[src/rtl/range_pkg.sv]
// rtl/range_pkg.sv - shared count width, RAM geometry defaults and reader state encoding
package range_pkg;

   localparam int COUNT_W           = 16;
   localparam int DEF_RAM_WORDS     = 16;
   localparam int DEF_RAM_ADDR_BITS = 4;

   typedef enum logic [2:0] {
      IDLE      = 3'd0,
      WAIT_FILL = 3'd1,
      ADDR      = 3'd2,
      CAPTURE   = 3'd3,
      OUT       = 3'd4,
      DONE      = 3'd5
   } state_t;

endpackage

[src/rtl/range_reader_if.sv]
// rtl/range_reader_if.sv - (index, count) output stream with valid/ready handshake
interface range_reader_if
   import range_pkg::*;
#(
   parameter int ADDR_W = DEF_RAM_ADDR_BITS
);

   logic              out_valid;
   logic              out_ready;
   logic [ADDR_W-1:0] out_index;
   logic [COUNT_W-1:0] out_count;

   modport master (
      output out_valid,
      output out_index,
      output out_count,
      input  out_ready
   );

   modport slave (
      input  out_valid,
      input  out_index,
      input  out_count,
      output out_ready
   );

endinterface

[src/rtl/range_reader.sv]
// rtl/range_reader.sv - walks the range count RAM, streams every word, tracks max (RANGE_READER_SUM_EN adds a running sum)
module range_reader
   import range_pkg::*;
#(
   parameter int RAM_WORDS     = DEF_RAM_WORDS,
   parameter int RAM_ADDR_BITS = DEF_RAM_ADDR_BITS
) (
   input  logic                              clk,
   input  logic                              rst_n,
   input  logic                              fill_done,
   input  logic                              scan_go,
   output logic [RAM_ADDR_BITS-1:0]          rd_addr,
   input  logic [COUNT_W-1:0]                rd_data,
   range_reader_if.master                    out_if,
   output logic [COUNT_W-1:0]                max_count,
   output logic [RAM_ADDR_BITS-1:0]          max_index,
   output logic                              busy,
   output logic                              scan_done,
   output logic                              abort,
   output logic [COUNT_W+RAM_ADDR_BITS-1:0]  sum_count
);

   localparam int SUM_W = COUNT_W + RAM_ADDR_BITS;
   localparam logic [RAM_ADDR_BITS-1:0] LAST_IDX = RAM_ADDR_BITS'(RAM_WORDS - 1);

   state_t                   state;
   logic [RAM_ADDR_BITS-1:0] idx;
   logic                     out_valid_q;
   logic [RAM_ADDR_BITS-1:0] out_index_q;
   logic [COUNT_W-1:0]       out_count_q;

   assign out_if.out_valid = out_valid_q;
   assign out_if.out_index = out_index_q;
   assign out_if.out_count = out_count_q;

   // rd_addr is loaded on entry to ADDR so the RAM samples it at the ADDR->CAPTURE edge
   // and the word is on rd_data while CAPTURE is active.
   always_ff @(posedge clk or negedge rst_n) begin
      if (!rst_n) begin
         state       <= IDLE;
         idx         <= '0;
         rd_addr     <= '0;
         out_valid_q <= 1'b0;
         out_index_q <= '0;
         out_count_q <= '0;
         max_count   <= '0;
         max_index   <= '0;
         busy        <= 1'b0;
         scan_done   <= 1'b0;
         abort       <= 1'b0;
      end else begin
         abort <= 1'b0;
         if (!fill_done && (state inside {ADDR, CAPTURE, OUT})) begin
            // range restarted underneath us: RAM contents are stale
            abort       <= 1'b1;
            out_valid_q <= 1'b0;
            busy        <= 1'b0;
            state       <= IDLE;
         end else begin
            case (state)
               IDLE: begin
                  if (scan_go) begin
                     idx       <= '0;
                     max_count <= '0;
                     max_index <= '0;
                     busy      <= 1'b1;
                     scan_done <= 1'b0;
                     if (fill_done) begin
                        rd_addr <= '0;
                        state   <= ADDR;
                     end else begin
                        state <= WAIT_FILL;
                     end
                  end
               end
               WAIT_FILL: begin
                  if (fill_done) begin
                     rd_addr <= idx;
                     state   <= ADDR;
                  end
               end
               ADDR: state <= CAPTURE;
               CAPTURE: begin
                  out_count_q <= rd_data;
                  out_index_q <= idx;
                  out_valid_q <= 1'b1;
                  if (rd_data > max_count) begin
                     max_count <= rd_data;
                     max_index <= idx;
                  end
                  state <= OUT;
               end
               OUT: begin
                  if (out_valid_q && out_if.out_ready) begin
                     out_valid_q <= 1'b0;
                     if (idx == LAST_IDX) begin
                        state <= DONE;
                     end else begin
                        idx     <= idx + 1'b1;
                        rd_addr <= idx + 1'b1;
                        state   <= ADDR;
                     end
                  end
               end
               DONE: begin
                  busy      <= 1'b0;
                  scan_done <= 1'b1;
                  state     <= IDLE;
               end
               default: state <= IDLE;
            endcase
         end
      end
   end

`ifdef RANGE_READER_SUM_EN
   logic [SUM_W-1:0] sum_q;

   always_ff @(posedge clk or negedge rst_n) begin
      if (!rst_n) begin
         sum_q <= '0;
      end else if (state == IDLE && scan_go) begin
         sum_q <= '0;
      end else if (state == CAPTURE && fill_done) begin
         sum_q <= sum_q + SUM_W'(rd_data);
      end
   end

   assign sum_count = sum_q;
`else
   assign sum_count = '0;
`endif

endmodule

[src/flat_wrapper.sv]
// flat-port wrapper written by rule: the top's interface ports become plain ports
module range_reader_flat import range_pkg::*;
#(
   parameter int RAM_WORDS     = DEF_RAM_WORDS,
   parameter int RAM_ADDR_BITS = DEF_RAM_ADDR_BITS
)
  (clk, rst_n, fill_done, scan_go, rd_addr, rd_data, max_count, max_index, busy, scan_done, abort, sum_count, out_if_out_valid, out_if_out_index, out_if_out_count, out_if_out_ready);
  range_reader_if #(.ADDR_W(4)) out_if_i ();
  input  logic clk;
  input  logic rst_n;
  input  logic fill_done;
  input  logic scan_go;
  output logic [RAM_ADDR_BITS-1:0] rd_addr;
  input  logic [COUNT_W-1:0] rd_data;
  output logic [COUNT_W-1:0] max_count;
  output logic [RAM_ADDR_BITS-1:0] max_index;
  output logic busy;
  output logic scan_done;
  output logic abort;
  output logic [COUNT_W+RAM_ADDR_BITS-1:0] sum_count;
  output wire logic [$bits(out_if_i.out_valid)-1:0] out_if_out_valid;
  output wire logic [$bits(out_if_i.out_index)-1:0] out_if_out_index;
  output wire logic [$bits(out_if_i.out_count)-1:0] out_if_out_count;
  input wire logic [$bits(out_if_i.out_ready)-1:0] out_if_out_ready;
  assign out_if_out_valid = out_if_i.out_valid;
  assign out_if_out_index = out_if_i.out_index;
  assign out_if_out_count = out_if_i.out_count;
  assign out_if_i.out_ready = out_if_out_ready;
  range_reader #(.RAM_WORDS(RAM_WORDS), .RAM_ADDR_BITS(RAM_ADDR_BITS)) u_core (.clk(clk), .rst_n(rst_n), .fill_done(fill_done), .scan_go(scan_go), .rd_addr(rd_addr), .rd_data(rd_data), .out_if(out_if_i), .max_count(max_count), .max_index(max_index), .busy(busy), .scan_done(scan_done), .abort(abort), .sum_count(sum_count));
endmodule
[config.mk]
export PLATFORM = sky130hd
export DESIGN_NAME = range_reader_flat
export DESIGN_NICKNAME = d
export VERILOG_FILES = /design/src/rtl/range_pkg.sv /design/src/rtl/range_reader_if.sv /design/src/rtl/range_reader.sv /design/src/flat_wrapper.sv
export SDC_FILE = /design/constraint.sdc
export NUM_CORES = 1
export LEC_CHECK = 0
export CAP_MARGIN = 10
export CORE_MARGIN = 2
export CORE_UTILIZATION = 35
export DETAILED_ROUTE_END_ITERATION = 8
export SYNTH_ARGS = -nofsm -noshare
export SYNTH_HDL_FRONTEND = slang
export SYNTH_SLANG_ARGS = --single-unit
[constraint.sdc]
create_clock -name clk -period 3.1 [get_ports clk]
set_input_delay 0.93 -clock clk [delete_from_list [all_inputs] [get_ports clk]]
set_output_delay 0.93 -clock clk [all_outputs]
set_load 0.005 [all_outputs]
; ---- After elaboration in Yosys (flattened, before gate mapping)
; Cells that the tools add are included.
; W data, S select, Z words.
[op_classes]
addsub = 1
n_eq_ne = 15
order_cmp = 1
reduce_logical = 19
n_bitwise = 1
muxes = 29
[ops]
columns = op, n
row1 = $mux W16, 2
row2 = $pmux W16 S2, 1
row3 = $mux W4, 7
row4 = $gt A16 B16 Y1, 1
row5 = $pmux W4 S2, 2
row6 = $mux W3, 5
row7 = $pmux W3 S5, 1
row8 = $ne A2 B2 Y1 const B, 6
row9 = $pmux W4 S3, 1
row10 = $reduce_bool A3 Y1, 4
row11 = $reduce_and A7 Y1, 1
row12 = $eq A3 B2 Y1 const B, 2
row13 = $eq A3 B3 Y1 const B, 2
row14 = $mux W1, 6
row15 = $ne A3 B2 Y1 const B, 2
row16 = $pmux W1 S2, 3
row17 = $reduce_and A2 Y1, 3
row18 = $reduce_and A3 Y1, 2
row19 = $reduce_bool A2 Y1, 3
row20 = $reduce_and A5 Y1, 1
row21 = $add A4 B1 Y4 const B, 1
row22 = $eq A4 B4 Y1 const B, 1
row23 = $reduce_and A4 Y1, 1
row24 = $eq A3 B1 Y1 const B, 1
row25 = other kinds (6), 7
[word_totals]
out_inout_bits = 68
in_bits = 21
wordCells = 77
regBits = 55

; ---- Depth between registers and ports, before layout
; Gate-level depths: netlist of the first run.
[logic_depth]
ltp_word = 5
mapped_depth = 8
ltp_nobuf = 7

; ---- Least setup slack after synthesis of the first run
; OpenSTA, ideal clock, no wires.
[synth_timing]
path_kind = input to register
from = in rd_data[15]
to = reg u_core.max_count[0]
setup_slack_ps = 582
stages = 6
path_buffers = 1
setup_ps = 79
required_time_ps = 3021
arrival_ps = 2439
path_cell_list = ha_1 -> nand4_1 -> a2111o_1 -> a311oi_2 -> buf_4 -> mux2i_1
[synth_between]
elab_chain_len = 3
[synth_rtl]
columns = item, line
row1 = "start, declared", flat_wrapper.sv:14  ; input logic [COUNT_W-1:0] rd_data;
row2 = $gt A16 B16 Y1, range_reader.sv:87  ; if (rd_data > max_count) begin
row3 = $ne A2 B2 Y1 (no line), n/a
row4 = $reduce_and A4 Y1 (no line), n/a
row5 = "end signal, assigned", range_reader.sv:88  ; max_count <= rd_data;
row6 = "end, declared", range_reader.sv:15  ; output logic [COUNT_W-1:0] max_count,
; No other way between the ends.
; A chain may end at the register's enable or synchronous reset.

; ---- Worst setup path in the final report of the first run
[layout_timing]
from = in rd_data[15]
to = reg u_core.max_count[11]
; Same word-level chain as after synthesis.

==> run summary, run 1 <==
### Cells and area
- **antenna fix cells** 0
- **Area growth, synth to finish** 31.64%
- **ratio of cells with drive above 1 in the final layout** 0.1532
- **total of fill cells in the finished design** 793
- **non-filler cells in the finished layout** 464
- **leading cell type in the layout, fill and taps excluded** sky130_fd_sc_hd__clkdlybuf4s50_1
- **Final #Nets** 396
- **top library cells by usage in the layout, fill and taps aside** sky130_fd_sc_hd__clkdlybuf4s50_1 (67), sky130_fd_sc_hd__dfrtp_1 (55), sky130_fd_sc_hd__nand2_1 (26)

### Clock network
- **CTS max path bufs** 2
- **master cell of the clock root buffer** sky130_fd_sc_hd__clkbuf_8
- **H-tree lvl count** 2
- **total clock buffers created by CTS** 5
- **Skew-Pair Late Insertion Delay** 0.31 ns
- **CTS clock-pin slew for the worst setup and hold paths** 0.10 ns
- **setup fix buffers added after clock tree synthesis** 0
- **clock tree from TritonCTS** yes
- **clk sinks** 55

### Detailed routing
- **remaining number of nets flagged by the antenna check after routing** 0
- **Initial DRC Count** 43
- **Total Routed Length** 6.517 mm
- **wire length per cell after detailed routing** 14.05 µm
- **count of vias placed by the detailed router** 2243
- **routed via count divided by cell count** 4.834
- **first drt pass iteration count** 4
- **DRC errors left** 0

### Setup path
- **master of the slowest instance on the critical path** sky130_fd_sc_hd__a2111o_1
- **CP Capture Type** flip-flop
- **critical path class** primary input to flip-flop
- **highest fanout seen on the critical path** 11
- **launching element type of the critical path** primary input
- **required time of the critical path** 3.35 ns
- **buffering stage count on the worst path with inverters included** 2
- **worst path arrival time** 3.18 ns
- **critical path startpoint** rd_data[15]
- **CP peak stage delay** 0.51 ns
- **origin of the critical flop-to-flop path** u_core.max_count[15]$_DFFE_PN0P_
- **gate family responsible for the most delay along the worst path** compound AO/OA/AOI/OAI gates
- **ordered list of cells on the worst path** clkdlybuf4s50_1, ha_1, nand4_1, a2111o_1, a311oi_4, buf_4, a22o_1

### Timing
- **post-route clock skew** 0.01394 ns
- **setup repair after global routing missed its margin** false
- **final hold violation count** 0
- **Final Cycle Share** 0.9472
- **number of endpoints failing setup at the final stage** 0
- **count of final max-slew check failures** 0
- **worst rel slew slack** 0.5370
- **highest achievable clock rate** 340.6 MHz
- **min Tclk post-route** 2.936 ns
- **Worst Max-Slew Pin Slew** 0.6945 ns

### Power and ir drop
- **static leakage** 1.699 nW
- **total power consumption of the routed design** 0.003004 W
- **power per cell area** 771.5 mW/mm²
- **VDD IR-drop max** 0.3272 mV

### Worst hold path
- **worst hold start** u_core.out_if.out_count[0]$_DFFE_PN0P_
- **class of the most critical hold timing path** flip-flop to flip-flop

### GRT
- **wire length of the first global-routing pass** 10.64 mm
- **largest net degree at the start of global routing** 56
- **remaining global-route overflow** 0
- **gr usage total** 0.1478
- **vias in the first global route** 2206
- **number of antenna violations at the first check in global routing** 0

### Placement
- **placed cells** 456
- **Routability Congestion** 0.8368
- **number of port buffers** 68
- **HPWL after DPL** 4.894 mm

### Synth
- **count of unique library cells instantiated by Yosys** 42
- **Synth Warn #** 0
- **share of the yosys chip area belonging to registers** 0.4653
- **Netlist Area Pre-Place** 0.002958 mm²
- **Synth Area per Inst** 10.64 µm²
- **cells after synthesis** 278
- **flops & latches, synth** 55

### Floorplanning
- **die height** 95.93 µm
- **Starting Density** 0.3600
- **area of the placeable core** 0.008217 mm²
- **width of the die** 95.93 µm
- **number of ports placed on the die boundary** 89
- **row count** 33
- **Die Footprint** 0.009203 mm²

### Job
- **Max Cap Viol** 0

### Run status
- **outcome** complete, no violations

## layout make-up
cell class | instances | area, µm² | share of cell area
clock inverters | 2 | 35.03 | 0.008997
clock buffers | 6 | 82.58 | 0.02121
repair buffers | 85 | 815.8 | 0.2095
inverters | 20 | 75.07 | 0.01928
flip-flops and latches | 55 | 1376 | 0.3535
multi-input cells | 191 | 1378 | 0.3538
well taps | 105 | 131.4 | 0.03374
## through the flow
stage	setup slack [ns]	setup TNS [ns]	hold WS [ns]	utilization	cell area [µm²]
detailed placement	-0.2022	-3.183	0.4922	0.4590	3771
CTS	0.1388	0	0.5137	0.4733	3889
global placement	-0.05912	-0.8951	0.4865	0.4590	3771
finish	0.1637	0	0.5005	0.4739	3894
global route	0.01588	0	0.5314	0.4739	3894
floorplan	0.5817	0	0.4733	-	3029
## layer usage
layer / part of all wire / global-route usage / wire length [µm] / up-vias
met5: 0 / 0 / 0 / -
met1: 0.46 / 0.1937 / 2984 / 1066
met3: 0.055 / 0.03289 / 361 / 2
met4: 0.0015 / 0.02857 / 10 / 0
met2: 0.49 / 0.2523 / 3161 / 68
li1: - / - / - / 1107
## flip-flops by register name, indices dropped and copies added, names as in the netlist
register	count
u_core.max_count	16
u_core.out_if.out_count	16
u_core.idx	4
u_core.max_index	4
u_core.out_if.out_index	4
u_core.rd_addr	4
u_core.state	3
u_core.abort	1
u_core.busy	1
u_core.out_if.out_valid	1
u_core.scan_done	1
## power breakdown
group          switching (W)  internal [W]
clock               0.000234      0.000262
combinational       0.000535      0.000792
sequential          0.000223      0.000958
## cell usage after synthesis (all sizes together)
library cell | number | area (µm²)
a2111o | 1 | 11.26
a211oi | 3 | 22.52
a21bo | 1 | 10.01
a21oi | 16 | 80.08
a22o | 15 | 131.4
a311oi | 1 | 15.01
a31oi | 3 | 18.77
a32o | 1 | 10.01
a41o | 1 | 10.01
and2 | 1 | 6.260
and3 | 1 | 6.260
and3b | 1 | 8.760
buf | 29 | 209.0
clkbuf | 2 | 7.510
conb | 1 | 3.750
dfrtp | 55 | 1376
ha | 17 | 212.7
inv | 20 | 75.07
mux2 | 22 | 247.7
mux2i | 6 | 60.06
nand2 | 27 | 108.9
nand2b | 2 | 12.51
nand3 | 4 | 20.02
nand3b | 1 | 7.510
nand4 | 4 | 25.02
nor2 | 11 | 41.29
nor2b | 5 | 31.28
nor3 | 1 | 5.000
nor3b | 1 | 12.51
nor4 | 2 | 27.53
o2111ai | 2 | 17.52
o211ai | 2 | 15.01
o21a | 2 | 15.01
o21ai | 13 | 65.06
o21bai | 1 | 7.510
o22ai | 1 | 6.260
o31a | 1 | 8.760
or3b | 1 | 8.760
## cells by family (layout without fill, tap and decap cells)
group	count (synthesis)	after routing	share of synthesized area
DFF	55	55	0.4653
AOI/OAI and AO/OA	64	64	0.1502
muxes	28	28	0.1041
adders and majority gates	17	17	0.07191
buffers and inverters	51	113	0.09856
other	1	20	0.001268
and+or+nand+nor	62	62	0.1087
## worst reg2reg max path, cell delays in order (launching register included)
cell                       delay [ns]
sky130_fd_sc_hd__dfrtp_1         0.40
sky130_fd_sc_hd__inv_1           0.06
sky130_fd_sc_hd__ha_1            0.28
sky130_fd_sc_hd__nand4_1         0.22
sky130_fd_sc_hd__a2111o_1        0.51
sky130_fd_sc_hd__a311oi_4        0.34
sky130_fd_sc_hd__buf_4           0.25
sky130_fd_sc_hd__a22o_1          0.17
## final timing paths
| path | end | slack [ns] | depth (start not counted) |
|---|---|---|---|
| max | u_core.max_count[11]$_DFFE_PN0P_ | 0.16 | 7 |
| min | u_core.out_if.out_count[0]$_DFFE_PN0P_ | 0.50 | 2 |
| max reg2reg | u_core.max_count[11]$_DFFE_PN0P_ | 0.83 | 7 |
| min reg2reg | u_core.out_if.out_count[0]$_DFFE_PN0P_ | 0.50 | 2 |
| max in group asynchronous | u_core.rd_addr[1]$_DFFE_PN0P_ | 1.88 | 2 |
| min in group asynchronous | u_core.out_if.out_count[7]$_DFFE_PN0P_ | 0.75 | 2 |
## repair_timing
| item | CTS | global route |
|---|---|---|
| resized for setup | 0 | 1 |
| hold buffers | 0 | 0 |
| endpoints found under the setup margin | 0 | 11 |
(Power assumes the default switching activity.)
==> inputs of run 2 (changes only) <==
- CORE_UTILIZATION: 35 -> 51
- PLACE_DENSITY: default -> 0.86
==> run 2 against run 1 <==
Net effect:
- routed wire length grew 2.2%
- highest routed layer unchanged
- total power decreased by 1.6%
- non-clock buffer count is 5 lower
- largest cell class is now sequential cells
- register-to-register slack worse by 0.10 ns
- critical path depth unchanged
- clock skew down 0.010 ns
- count of clock-buffer cells in the layout did not move
- clock power is 9.5% lower
==> run summary, run 2 (synthesis gave the netlist of run 1 again) <==
### Setup path
- **origin of the critical flop-to-flop path** u_core.max_count[13]$_DFFE_PN0P_
- **destination of the worst register-to-register timing path** u_core.max_index[1]$_DFFE_PN0P_
- **CP Capture Type** flip-flop
- **master of the slowest instance on the critical path** sky130_fd_sc_hd__a2111o_1
- **gate family responsible for the most delay along the worst path** compound AO/OA/AOI/OAI gates
- **highest fanout seen on the critical path** 9, -2
- **CP peak stage delay** 0.52 ns, about the same
- **worst path arrival time** 3.26 ns, +0.08 ns
- **R2R cell count** 7, unchanged
- **required time of the critical path** 3.32 ns, -0.03 ns
- **buffering stage count on the worst path with inverters included** 2, unchanged
- **critical path class** primary input to flip-flop
- **Register-to-Register Setup Slack** 0.73 ns, -0.10 ns
- **ordered list of cells on the worst path** clkdlybuf4s50_1, ha_1, nand4_1, a2111o_1, a311oi_2, buf_6, mux2i_1
- **launching element type of the critical path** primary input

### Detailed routing
- **remaining number of nets flagged by the antenna check after routing** 0, unchanged
- **wire length per cell after detailed routing** 15.67 µm, +12%
- **Total Routed Length** 6.660 mm, +2.2%
- **routed via count divided by cell count** 5.553, +15%
- **count of vias placed by the detailed router** 2360, +5.2%
- **first drt pass iteration count** 4, unchanged
- **Initial DRC Count** 119, +180%
- **DRC errors left** 0, unchanged

### Worst hold path
- **class of the most critical hold timing path** flip-flop to flip-flop
- **worst hold path stage count** 1, -1
- **Hold Path Sink** u_core.out_if.out_index[0]$_DFFE_PN0P_
- **worst hold start** u_core.out_if.out_index[0]$_DFFE_PN0P_

### Floorplanning
- **width of the die** 80.16 µm, -16%
- **area of the placeable core** 0.005540 mm², -33%
- **row count** 27, -18%
- **Starting Density** 0.5339, +0.1739
- **die height** 80.16 µm, -16%
- **number of ports placed on the die boundary** 89, unchanged
- **Die Footprint** 0.006425 mm², -30%

### Clock network
- **master cell of the clock root buffer** sky130_fd_sc_hd__clkbuf_8
- **clock tree from TritonCTS** yes
- **CTS clock-pin slew for the worst setup and hold paths** 0.09 ns, about the same
- **total clock buffers created by CTS** 5, unchanged
- **CTS max path bufs** 2, unchanged
- **CTS Hold Buffers Added** 0, unchanged
- **setup fix buffers added after clock tree synthesis** 0, unchanged
- **Skew-Pair Late Insertion Delay** 0.30 ns, about the same
- **H-tree lvl count** 2, unchanged
- **Post-CTS Resized** 0, unchanged
- **clk sinks** 55, unchanged

### Job
- **Max Cap Viol** 0, unchanged

### Timing
- **number of endpoints failing setup at the final stage** 0, unchanged
- **count of final max-slew check failures** 0, unchanged
- **worst rel slew slack** 0.6246, +0.08761
- **final hold violation count** 0, unchanged
- **highest achievable clock rate** 329.1 MHz, -3.4%
- **Hold Slack** 0.5083 ns, +0.007743 ns
- **post-route clock skew** 0.003500 ns, -0.01044 ns
- **min Tclk post-route** 3.039 ns, +0.1027 ns
- **Final Cycle Share** 0.9803, +0.03314
- **Worst Max-Slew Pin Slew** 0.5607 ns, -0.1339 ns

### Power and ir drop
- **Seq pwr share** 0.402, +0.009
- **power per cell area** 782.8 mW/mm², +1.5%
- **share of total power in the clock network** 0.152, -0.013
- **Internal Dissipation** 0.001967 W, -2.3%
- **net switching fraction of the power** 0.3346, +0.004472
- **switching power of the nets** 0.0009890 W, -0.27%
- **static leakage** 1.661 nW, -2.2%
- **fraction of power consumed by combinational cells** 0.446, +0.004
- **VDD IR-drop max** 0.3642 mV, +11%

### GRT
- **number of antenna violations at the first check in global routing** 0, unchanged
- **gr usage total** 0.2152, +0.06741
- **remaining global-route overflow** 0, unchanged
- **wire length of the first global-routing pass** 10.82 mm, +1.7%
- **vias in the first global route** 2355, +6.8%
- **largest net degree at the start of global routing** 37, -34%

### Cells and area
- **leading cell type in the layout, fill and taps excluded** sky130_fd_sc_hd__clkdlybuf4s50_1
- **Area growth, synth to finish** 27.66%
- **sequential cell area** 0.001376 mm², unchanged
- **non-filler cells in the finished layout** 425, -8.4%
- **multi-input gate area in the final layout** 0.001363 mm², -1.1%
- **Final #Nets** 391, -1.3%
- **top library cells by usage in the layout, fill and taps aside** sky130_fd_sc_hd__clkdlybuf4s50_1 (67), sky130_fd_sc_hd__dfrtp_1 (55), sky130_fd_sc_hd__nand2_1 (26)
- **total of fill cells in the finished design** 432, -46%
- **antenna fix cells** 0, unchanged
- **ratio of cells with drive above 1 in the final layout** 0.1360, -0.01723

### Placement
- **number of port buffers** 68, unchanged
- **Routability Congestion** 0.8615, +3.0%
- **placed cells** 418, -8.3%
- **HPWL after DPL** 5.003 mm, +2.2%

### Run status
- **outcome** complete, no violations

[run 2: cell count changes in the layout (fill, tap and decap cells not counted)]
cell,change
sky130_fd_sc_hd__a211oi_1,+1
sky130_fd_sc_hd__a41o_2,+1
sky130_fd_sc_hd__clkinv_2,-1
sky130_fd_sc_hd__a311oi_4,-1
sky130_fd_sc_hd__a211oi_2,-1
sky130_fd_sc_hd__buf_12,-1
sky130_fd_sc_hd__buf_6,+1
sky130_fd_sc_hd__clkbuf_1,+1
sky130_fd_sc_hd__a311oi_2,+1
sky130_fd_sc_hd__a41o_1,-1
sky130_fd_sc_hd__buf_4,-5
sky130_fd_sc_hd__clkbuf_8,-1
[run 2: worst register-to-register path, cell delays in order (launching register included)]
cell and delay [ns]:
sky130_fd_sc_hd__dfrtp_1 0.40, sky130_fd_sc_hd__inv_1 0.06, sky130_fd_sc_hd__ha_1 0.29, sky130_fd_sc_hd__nand4_1 0.24, sky130_fd_sc_hd__a2111o_1 0.52, sky130_fd_sc_hd__a311oi_2 0.36, sky130_fd_sc_hd__buf_6 0.21, sky130_fd_sc_hd__mux2i_1 0.22
[run 2: routing by layer]
| layer | routed length, µm | vias to the layer above | share of wire | track usage |
|---|---|---|---|---|
| li1 | - | 1091 | - | - |
| met1 | 2707 | 1151 | 0.41 | 0.2695 |
| met2 | 3399 | 106 | 0.51 | 0.3817 |
| met3 | 467 | 12 | 0.070 | 0.04270 |
| met4 | 86 | 0 | 0.013 | 0.05085 |
| met5 | 0 | - | 0 | 0 |
[run 2: worst max path at each step]
stage / slack (ns) / cells after the start / from / end
finish: 0.06 / 7 / rd_data[15] / u_core.max_index[1]$_DFFE_PN0P_
global route: -0.001 / 7 / rd_data[15] / u_core.max_index[1]$_DFFE_PN0P_
CTS: 0.11 / 7 / rd_data[15] / u_core.max_index[1]$_DFFE_PN0P_
detailed placement: -0.17 / 7 / rd_data[14] / u_core.max_count[2]$_DFFE_PN0P_
global placement: -0.08 / 7 / rd_data[15] / u_core.max_index[2]$_DFFE_PN0P_
floorplan: 0.58 / 6 / rd_data[15] / u_core.max_count[0]$_DFFE_PN0P_
[run 2: area by class of cell]
type	count	share of cell area
Tap cell	72	0.02386
Timing Repair Buffer	80	0.2038
Sequential cell	55	0.3645
Clock inverter	1	0.007952
Multi-Input combinational cell	191	0.3608
Inverter	20	0.01988
Clock buffer	6	0.01922
[run 2: stage by stage]
stage	setup WS, ns	power (W)	cell area (µm²)	util	TNS (ns)
floorplan	0.5817	0.001862	3029	-	0
global placement	-0.08006	0.002446	3669	0.6622	-1.440
detailed placement	-0.1653	0.002514	3669	0.6622	-3.058
CTS	0.1094	0.002968	3771	0.6807	0
global route	-0.001045	0.003180	3776	0.6816	-0.001045
finish	0.06095	0.002956	3776	0.6816	0
[run 2: power groups by stage]
stage | Sequential, W | Combinational [W] | Clock, W
floorplan | 0.00114 | 0.000719 | 0
global placement | 0.00119 | 0.00126 | 0
finish | 0.00119 | 0.00132 | 0.000449
global route | 0.00122 | 0.00146 | 0.000501
CTS | 0.00118 | 0.00132 | 0.000462
detailed placement | 0.00120 | 0.00132 | 0
